<file path="src/rtl/conv_geom_pkg.sv">
// Geometry constants, width helpers and state encoding shared by the
// convolution scatter encoder and its hit evaluator.
package conv_geom_pkg;

  localparam int unsigned K_DEF = 3;
  localparam int unsigned N_DEF = 2;

  function automatic int unsigned w_of(input int unsigned v);
    return (v > 1) ? $clog2(v) : 1;
  endfunction

  localparam int unsigned IDX_W = w_of(N_DEF * N_DEF * K_DEF * K_DEF);
  localparam int unsigned PIX_W = w_of(N_DEF * N_DEF);
  localparam int unsigned TAP_W = w_of(K_DEF * K_DEF);
  localparam int unsigned STR_W = w_of(K_DEF);
  localparam int unsigned CNT_W = w_of(N_DEF * N_DEF + 1);

  typedef enum logic [1:0] {
    IDLE,
    SCAN,
    DONE
  } state_e;

  // Unsigned window test; the >= checks guard the subtractions.
  function automatic logic geom_hit(input int unsigned r, input int unsigned c,
                                    input int unsigned s, input int unsigned px,
                                    input int unsigned py, input int unsigned k);
    int unsigned sx;
    int unsigned sy;
    sx = s * px;
    sy = s * py;
    return (r >= sx) && ((r - sx) < k) && (c >= sy) && ((c - sy) < k);
  endfunction

endpackage

</file>
<file path="src/rtl/conv_scatter_hit.sv">
// Combinational test of one candidate output pixel (px,py) against an input
// location (r,c); yields the kernel tap coordinates when the window covers it.
module conv_scatter_hit
  import conv_geom_pkg::*;
#(
  parameter int unsigned K = K_DEF,
  parameter int unsigned N = N_DEF
) (
  input  logic [$clog2(N*K):0] r,
  input  logic [$clog2(N*K):0] c,
  input  logic [w_of(K)-1:0]   stride,
  input  logic [w_of(N)-1:0]   px,
  input  logic [w_of(N)-1:0]   py,
  output logic                 hit,
  output logic [$clog2(N*K):0] kx,
  output logic [$clog2(N*K):0] ky
);

  localparam int unsigned GW = $clog2(N * K) + 1;

  logic [GW-1:0] sx;
  logic [GW-1:0] sy;

  assign sx = GW'(stride) * GW'(px);
  assign sy = GW'(stride) * GW'(py);

  assign hit = (r >= sx) && ((r - sx) < GW'(K)) &&
               (c >= sy) && ((c - sy) < GW'(K));

  assign kx = r - sx;
  assign ky = c - sy;

endmodule

</file>
<file path="src/rtl/conv_scatter_encoder.sv">
// Scatter-side inverse of the convolution window mapping: for one input-map
// index, walks all output pixels and emits every (pixel, tap) pair reading it.
module conv_scatter_encoder
  import conv_geom_pkg::*;
#(
  parameter int unsigned K = K_DEF,
  parameter int unsigned N = N_DEF
) (
  input  logic                        clk,
  input  logic                        rst_n,
  input  logic                        in_valid,
  output logic                        in_ready,
  input  logic [w_of(N*N*K*K)-1:0]    in_index,
  input  logic [w_of(K)-1:0]          stride,
  output logic                        out_valid,
  input  logic                        out_ready,
  output logic [w_of(N*N)-1:0]        pixel_number,
  output logic [w_of(K*K)-1:0]        current_index,
  output logic                        out_last,
  output logic                        done,
  output logic [w_of(N*N+1)-1:0]      hit_count
);

  localparam int unsigned IW = w_of(N * N * K * K);
  localparam int unsigned PW = w_of(N * N);
  localparam int unsigned TW = w_of(K * K);
  localparam int unsigned SW = w_of(K);
  localparam int unsigned CW = w_of(N * N + 1);
  localparam int unsigned XW = w_of(N);
  localparam int unsigned GW = $clog2(N * K) + 1;
  localparam logic [IW-1:0] NK_L = IW'(N * K);

  state_e          state_q, state_d;
  logic [GW-1:0]   r_q, r_d;
  logic [GW-1:0]   c_q, c_d;
  logic [SW-1:0]   s_q, s_d;
  logic [XW-1:0]   px_q, px_d;
  logic [XW-1:0]   py_q, py_d;
  logic [CW-1:0]   cnt_q, cnt_d;
  logic [N*N-1:0]  mask_q, mask_d;
  logic            ready_q, ready_d;

  logic            hit;
  logic [GW-1:0]   kx;
  logic [GW-1:0]   ky;
  logic [PW-1:0]   cur_pix;
  logic            later_hit;
  logic            advance;
  logic            handshake;

  conv_scatter_hit #(
    .K (K),
    .N (N)
  ) u_hit (
    .r      (r_q),
    .c      (c_q),
    .stride (s_q),
    .px     (px_q),
    .py     (py_q),
    .hit    (hit),
    .kx     (kx),
    .ky     (ky)
  );

  assign cur_pix = PW'(32'(px_q) * N + 32'(py_q));

  // out_last comes from the mask captured at accept: any hit beyond the
  // current raster position means this pair is not the final one.
  always_comb begin
    later_hit = 1'b0;
    for (int unsigned i = 0; i < N * N; i++) begin
      if ((i > 32'(cur_pix)) && mask_q[i]) later_hit = 1'b1;
    end
  end

  assign handshake = (state_q == SCAN) && hit && out_ready;
  assign advance   = (state_q == SCAN) && (!hit || out_ready);

  always_comb begin
    state_d = state_q;
    r_d     = r_q;
    c_d     = c_q;
    s_d     = s_q;
    px_d    = px_q;
    py_d    = py_q;
    cnt_d   = cnt_q;
    mask_d  = mask_q;
    case (state_q)
      IDLE: begin
        if (in_valid && ready_q) begin
          r_d     = GW'(in_index / NK_L);
          c_d     = GW'(in_index % NK_L);
          s_d     = stride;
          px_d    = '0;
          py_d    = '0;
          cnt_d   = '0;
          state_d = SCAN;
          for (int unsigned i = 0; i < N * N; i++) begin
            mask_d[i] = geom_hit(32'(r_d), 32'(c_d), 32'(stride), i / N, i % N, K);
          end
        end
      end
      SCAN: begin
        if (handshake) cnt_d = cnt_q + CW'(1);
        if (advance) begin
          if (py_q == XW'(N - 1)) begin
            py_d = '0;
            if (px_q == XW'(N - 1)) state_d = DONE;
            else px_d = px_q + XW'(1);
          end else begin
            py_d = py_q + XW'(1);
          end
        end
      end
      DONE:    state_d = IDLE;
      default: state_d = IDLE;
    endcase
    ready_d = (state_d == IDLE);
  end

  always_ff @(posedge clk or negedge rst_n) begin
    if (!rst_n) begin
      state_q <= IDLE;
      r_q     <= '0;
      c_q     <= '0;
      s_q     <= '0;
      px_q    <= '0;
      py_q    <= '0;
      cnt_q   <= '0;
      mask_q  <= '0;
      ready_q <= 1'b0;
    end else begin
      state_q <= state_d;
      r_q     <= r_d;
      c_q     <= c_d;
      s_q     <= s_d;
      px_q    <= px_d;
      py_q    <= py_d;
      cnt_q   <= cnt_d;
      mask_q  <= mask_d;
      ready_q <= ready_d;
    end
  end

  assign in_ready      = ready_q;
  assign out_valid     = (state_q == SCAN) && hit;
  assign pixel_number  = out_valid ? cur_pix : '0;
  assign current_index = out_valid ? TW'(TW'(kx) * TW'(K) + TW'(ky)) : '0;
  assign out_last      = out_valid && !later_hit;
  assign done          = (state_q == DONE);
  assign hit_count     = done ? cnt_q : '0;

endmodule

</file>
<file path="config.mk">
export PLATFORM = sky130hd
export DESIGN_NAME = conv_scatter_encoder
export DESIGN_NICKNAME = d
export VERILOG_FILES = /design/src/rtl/conv_geom_pkg.sv /design/src/rtl/conv_scatter_hit.sv /design/src/rtl/conv_scatter_encoder.sv
export SDC_FILE = /design/constraint.sdc
export NUM_CORES = 1
export LEC_CHECK = 0
export CAP_MARGIN = 20
export CORE_MARGIN = 4
export CORE_UTILIZATION = 40
export CTS_CLUSTER_SIZE = 25
export DETAILED_ROUTE_END_ITERATION = 6
export MAX_ROUTING_LAYER = met4
export PLACE_DENSITY = 0.57
export SYNTH_ARGS = -nofsm -noshare
export SYNTH_HDL_FRONTEND = slang
export SYNTH_HIERARCHICAL = 1
export SYNTH_SLANG_ARGS = --single-unit
</file>
<file path="constraint.sdc">
create_clock -name clk -period 4.62 [get_ports clk]
set_input_delay 1.155 -clock clk [delete_from_list [all_inputs] [get_ports clk]]
set_output_delay 1.155 -clock clk [all_outputs]
set_load 0.03 [all_outputs]
</file>
After elaboration in Yosys (flattened, before gate mapping)
Index checks and enable logic that the tools add are counted.

Input port bits: 12. Bits in read-only memories: 0. RAM bits: 0. Memories kept: 0. Register bits: 22. Bits in latches: 0. Logic and storage cells: 97.

Multipliers: 3. Multiplexer cells: 22. Reductions and logical operators: 31. Div/mod/pow operators: 2. Add/subtract/negate cells: 9. Bitwise operators: 0. Shifts and indexed selects: 0. $lt $le $gt $ge: 15. Eq/ne operators: 6.

Operators with widths (number): < comparator 32 x 2 -> 1 bit, second input constant (2); logical AND 1 bit (21); < comparator 4 x 2 -> 1 bit, second input constant (4); two-way mux 2 bit (5); subtractor 4 x 2 -> 5 bit (2); two-way mux 1 bit (9); two-way mux 3 bit (3); greater-or-equal comparator 4 x 1 -> 1 bit, second input constant (2); greater-or-equal comparator 4 x 2 -> 1 bit (2); greater-or-equal comparator 4 x 3 -> 1 bit (2); inequality test 2 bit, second input constant (4); subtractor 4 x 3 -> 4 bit (2); divider 6 x 3 -> 6 bit, second input constant (1); modulo 6 x 3 -> 6 bit, second input constant (1); multiplier 2 x 1 -> 3 bit (2); case mux 3 bit (2 select lines) (1); AND reduction 3 bit (2); adder 4 bit (1); > comparator 2 bit, first input constant (2); zero test 2 bit (2); multiplier 4 x 2 -> 4 bit, second input constant (1); two-way mux 4 bit (1); case mux 1 bit (2 select lines) (2); case mux 2 bit (2 select lines) (1); other kinds (11) (13).

Longest topological paths before layout
Gate-level depths: netlist (run 1).

Depth after elaboration: 12. Depth in mapped cells: 14. Gate-level depth less buffers: 13.

Modules after synthesis
Netlist (run 1), hierarchy kept.

By module, submodules not included: conv_scatter_encoder (area each 1841.8 µm², times used 1, seq. area each 525.5 µm², cells an instance 207); conv_scatter_hit (area each 232.7 µm², times used 1, seq. area each 0.0 µm², cells an instance 31).

Worst setup path before layout (run 1)
No wires, ideal clock.

Path kind: in2reg. Start: input port in_index[4]. End: register mask_q[3]. Path slack: 0.599 ns. Arrival: 3.895 ns. Buffers on the path: 1. Stages: 11. Path through: ha_1 > buf_2 > and2b_1 > a221oi_2 > a31oi_4 > a221oi_2 > ha_1 > fa_1 > o21ai_0 > nor4b_1 > a221o_1.

Word-level cells in the longest chain between the ends: 6.

RTL lines: start: declaration (RTL line conv_scatter_encoder.sv:13) `input logic [w_of(N*N*K*K)-1:0] in_index,`; divider 6 x 3 -> 6 bit (RTL line conv_scatter_encoder.sv:91) `r_d = GW'(in_index / NK_L);`; subtractor 4 x 2 -> 5 bit (RTL line conv_geom_pkg.sv:32) `return (r >= sx) && ((r - sx) < k) && (c >= sy) && ((c - sy) < k);`; < comparator 32 x 2 -> 1 bit (RTL line conv_geom_pkg.sv:32); logical AND 1 bit (2 in series) (RTL line conv_geom_pkg.sv:32); logical AND 1 bit * (RTL line conv_geom_pkg.sv:32); end signal: assignment (RTL line conv_scatter_encoder.sv:140) `mask_q <= mask_d;`; end: declaration (RTL line conv_scatter_encoder.sv:40) `logic [N*N-1:0] mask_q, mask_d;`.

Every way passes the cells marked *; elsewhere a longest branch is shown, timed or not. A chain may end at the register's enable or synchronous reset.

Worst setup path after layout (run 1)
Start: register s_q[0]. End: output port current_index[2].

Word-level cells in the longest chain between the ends: 8.

RTL lines: start: declaration (RTL line conv_scatter_encoder.sv:36) `logic [SW-1:0] s_q, s_d;`; start signal: assignment (RTL line conv_scatter_encoder.sv:126) `s_q <= '0;`; start signal: assignment (RTL line conv_scatter_encoder.sv:136) `s_q <= s_d;`; multiplier 2 x 1 -> 3 bit * (RTL line conv_scatter_hit.sv:24) `assign sx = GW'(stride) * GW'(px);`; subtractor 4 x 3 -> 4 bit * (RTL line conv_scatter_hit.sv:30) `assign kx = r - sx;`; named net kx[1] (RTL line conv_scatter_encoder.sv:44) `logic [GW-1:0] kx;`; parallel branches: the longest is 5 deep, another holds multiplier 4 x 2 -> 4 bit; two-way mux 4 bit * (RTL line conv_scatter_encoder.sv:148) `assign current_index = out_valid ? TW'(TW'(kx) * TW'(K) + TW'(ky)) : '0;`; end: declaration (RTL line conv_scatter_encoder.sv:18) `output logic [w_of(K*K)-1:0] current_index,`.

Mark *: on every way through the listed nets, which the timed path passes.

==> results of run 1 <==
cell type report:
type                    instances  area (sq um)  area share, %
clock buffers                   3          41.3           1.64
inverters                      23          86.3           3.42
multi-input cells             182          1400           55.4
repair buffers                 41           385           15.3
well taps                      67          83.8           3.32
flip-flops and latches         21           526           20.8
clock inverters                 1          5.00          0.198
cells by family (layout without fill, tap and decap cells):
logic type / after synthesis / in the layout / share of synthesized area [%]
muxes: 5 / 5 / 2.47
xor gates and xnor gates: 12 / 12 / 5.07
AOI/OAI and AO/OA: 54 / 54 / 20.5
adders and majority gates: 21 / 21 / 15.2
and+or+nand+nor: 90 / 90 / 23.7
buffers and inverters: 35 / 68 / 7.72
DFF: 21 / 21 / 25.3
worst min-delay path by stage:
stage / from / endpoint / slack (ns) / cells after the start
floorplan: state_q[1] / state_q[1] / 0.45 / 1
global placement: c_q[0] / c_q[0] / 0.46 / 2
detailed placement: r_q[0] / r_q[0] / 0.48 / 2
CTS: state_q[1] / state_q[1] / 0.49 / 1
global route: r_q[0] / r_q[0] / 0.52 / 2
finish: r_q[0] / r_q[0] / 0.49 / 2
worst max-delay path, delay by kind of cell, from the launching register on:
kind,cells,cell delay [ns]
adder cells (fa/ha/maj),5,1.90
buffers and inverters,2,0.45
flip-flops,1,0.40
AND/OR/NAND/NOR,2,0.30
flip-flops by register name (all words and copies together), names as in the netlist, 2 cells and up:
register  count
r_q           4
s_q           2
c_q           4
state_q       2
cnt_q         3
mask_q        3
cells in the final DEF (no fill, tap or decap), types with 3 or more instances in the layout:
cell | netlist | layout
sky130_fd_sc_hd__nand2_1 | 31 | 31
sky130_fd_sc_hd__inv_1 | 23 | 23
sky130_fd_sc_hd__dfrtp_1 | 21 | 21
sky130_fd_sc_hd__clkdlybuf4s50_1 | 0 | 21
sky130_fd_sc_hd__buf_4 | 3 | 16
sky130_fd_sc_hd__ha_1 | 14 | 14
sky130_fd_sc_hd__nor2_1 | 11 | 11
sky130_fd_sc_hd__o21ai_0 | 11 | 11
sky130_fd_sc_hd__a21oi_1 | 11 | 11
sky130_fd_sc_hd__nand3_1 | 9 | 9
sky130_fd_sc_hd__xnor2_1 | 7 | 7
sky130_fd_sc_hd__fa_1 | 7 | 7
sky130_fd_sc_hd__and2_1 | 7 | 6
sky130_fd_sc_hd__and3_1 | 6 | 6
sky130_fd_sc_hd__nor3_1 | 6 | 6
sky130_fd_sc_hd__o21ai_1 | 5 | 5
sky130_fd_sc_hd__mux2i_1 | 4 | 4
sky130_fd_sc_hd__xor2_1 | 5 | 4
sky130_fd_sc_hd__a221oi_2 | 3 | 3
sky130_fd_sc_hd__nor2b_1 | 3 | 3
sky130_fd_sc_hd__nor4b_1 | 3 | 3
sky130_fd_sc_hd__nor3b_1 | 3 | 3
sky130_fd_sc_hd__clkbuf_8 | 0 | 3
power breakdown:
group / leakage (nW) / total, mW / switching, mW / internal, mW
clock: 0.0255 / 0.124 / 0.0637 / 0.0602
sequential: 0.268 / 0.313 / 0.0554 / 0.257
combinational: 0.891 / 0.970 / 0.531 / 0.439
total: 1.18 / 1.41 / 0.650 / 0.756
metal layers:
metal	wire length [microns]	global-route usage, %	vias to the layer above
met5	0	-	-
met4	38	3.04	0
met3	89	2.14	5
met2	2040	23.0	16
met1	2510	23.1	817
li1	-	-	910
timing repair:
action                                  4_1_cts  5_1_grt
resized for setup                             3        5
cloned                                        0        0
endpoints found under the setup margin        2        3
buffers inserted                              0        0
pin swaps                                     0        0
==> impl_metrics.json, run 1 <==
{
  "drive_above_1_share_pct": 14.4,
  "grt_setup_unrepaired": "false",
  "antenna_violations_before_repair": 0,
  "synth.largest_area_cell": "sky130_fd_sc_hd__dfrtp_1",
  "synth-seq-area-share_pct": 25.3,
  "net_count_final": 305,
  "tritoncts.num_buffers": 3,
  "drv.max_cap_violation_count": 0,
  "critical_path_arrival_ns": 3.32,
  "finalWirelength_microns": 4680,
  "worst_slack_ns": 0.144,
  "violation_count_after_the_first_detailed_route_iteration": 62,
  "worstSetupPathType": "flip-flop to primary output",
  "synth_most_common_cell": "sky130_fd_sc_hd__nand2_1",
  "grtUsageTotal_pct": 15.7,
  "max_freq_mhz": 223,
  "reg2reg_setup_slack_ns": 2.06,
  "fp.coreArea_sq_mm": 0.00488,
  "worstPathCellList": "and2_1 > ha_1 > fa_1 > inv_1 > fa_1 > ha_1 > fa_1 > and3_1 > clkdlybuf4s15_1",
  "worst_path_max_delay_cell": "sky130_fd_sc_hd__fa_1",
  "leakagePower_nw": 1.18,
  "hold_ws_ns": 0.490,
  "route.vias.total": 1748,
  "synthTopCellsByCount": "sky130_fd_sc_hd__nand2_1 (31), sky130_fd_sc_hd__inv_1 (23), sky130_fd_sc_hd__dfrtp_1 (21)",
  "synth_async_sr_flop_share_pct": 100,
  "power_density_mw_per_mm2": 557,
  "post_layout_nonfiller_instances": 338,
  "antenna-diode-count": 0,
  "synth.lib_cells_used.distinct": 54,
  "growth_of_design_area_from_synthesis_to_finish_pct": 21.7,
  "die_height_microns": 80.0,
  "numClockSinks": 21,
  "synth-edff-count": 0,
  "critPathMostFrequentCell": "sky130_fd_sc_hd__fa_1",
  "dpl_worst_slack_ns": 0.0255,
  "final_antenna_net_count": 0,
  "worstSetupEndpoint": "current_index[2]",
  "critPathRequiredTime_ns": 3.46,
  "power.ir.vdd_worst_uv": 343,
  "cts-root-to-sink-buffers": 2,
  "synth-seq-cells": 21,
  "dp_hpwl_microns": 3810,
  "fillerInstances": 486,
  "r2r-start": "s_q[0]",
  "gpl.final_weighted_congestion": 0.819,
  "cts.root.buffer_cell": "sky130_fd_sc_hd__clkbuf_8",
  "fin_total_pwr_mw": 1.41,
  "post_synth_inst_count": 238,
  "port_buffers": 24,
  "timing.final.max_slew_violations": 0,
  "floorplan.io_pins": 25,
  "fp-row-count": 25,
  "fp.dieW_microns": 80.0,
  "crit_start": "s_q[0]",
  "syn-num-nets": 271,
  "globalRouteOverflowTotal": 0,
  "clock_latency_ns": 0.27,
  "dpl_cell_area_sq_mm": 0.00244,
  "cts_hold_repair.buffers": 0,
  "tightest_slew_ns": 0.758,
  "final.setup_skew_ns": 0.00949,
  "status": "finished clean",
  "synth_top_flop_cell": "sky130_fd_sc_hd__dfrtp_1",
  "dr.pass1.iters": 6,
  "hold_violations": 0,
  "setup_tns_ns": 0,
  "finish.instance_area_sq_mm": 0.00252,
  "crit_path_start_kind": "flip-flop",
  "post_drt_wl_per_cell_microns": 13.8,
  "netlist_top_cells_area": "sky130_fd_sc_hd__dfrtp_1 (25%), sky130_fd_sc_hd__ha_1 (8.4%), sky130_fd_sc_hd__fa_1 (6.8%)",
  "grt_pass1_vias": 1648,
  "reg2reg_to": "cnt_q[2]",
  "largest_net_degree_at_the_start_of_global_routing": 22,
  "timing.critical_path.slowest_cell_delay_ns": 0.52,
  "netlist.area_leader.share_pct": 25.3,
  "synthesis.area_sq_mm": 0.00207,
  "grt_pass1_wl_microns": 7800,
  "worst_r2r_path_depth": 11,
  "postSynthAreaPerCell_sq_um": 8.72,
  "maximum_net_fanout_on_the_critical_path": 3,
  "design.die.area_sq_mm": 0.00640,
  "initial_utilization_pct": 42.5,
  "tritoncts": "done",
  "htreeDepth": 1,
  "viasPerCell": 5.17,
  "critPathCaptureType": "primary output",
  "ys.warnings.count": 6,
  "fin_crit_ns": 4.48,
  "route.detailed.drc": 0,
  "relSlewSlack_pct": 49.3,
  "clk_transition_reported_paths_ns": 0.08,
  "place.detailed.instances": 333,
  "timing.final.crit_share_pct": 96.9,
  "timing.hold.worst.class": "flip-flop to flip-flop",
  "timing.final.setup_violations": 0,
  "utilization_pct": 51.7
}
No activity file was read; power rests on OpenSTA's default activity.
==> run 2, diff against run 1 <==
- CTS_CLUSTER_SIZE: 25 -> 24
==> results of run 2 <==
No change in the layout: final DEF, timing and power equal those of run 1.
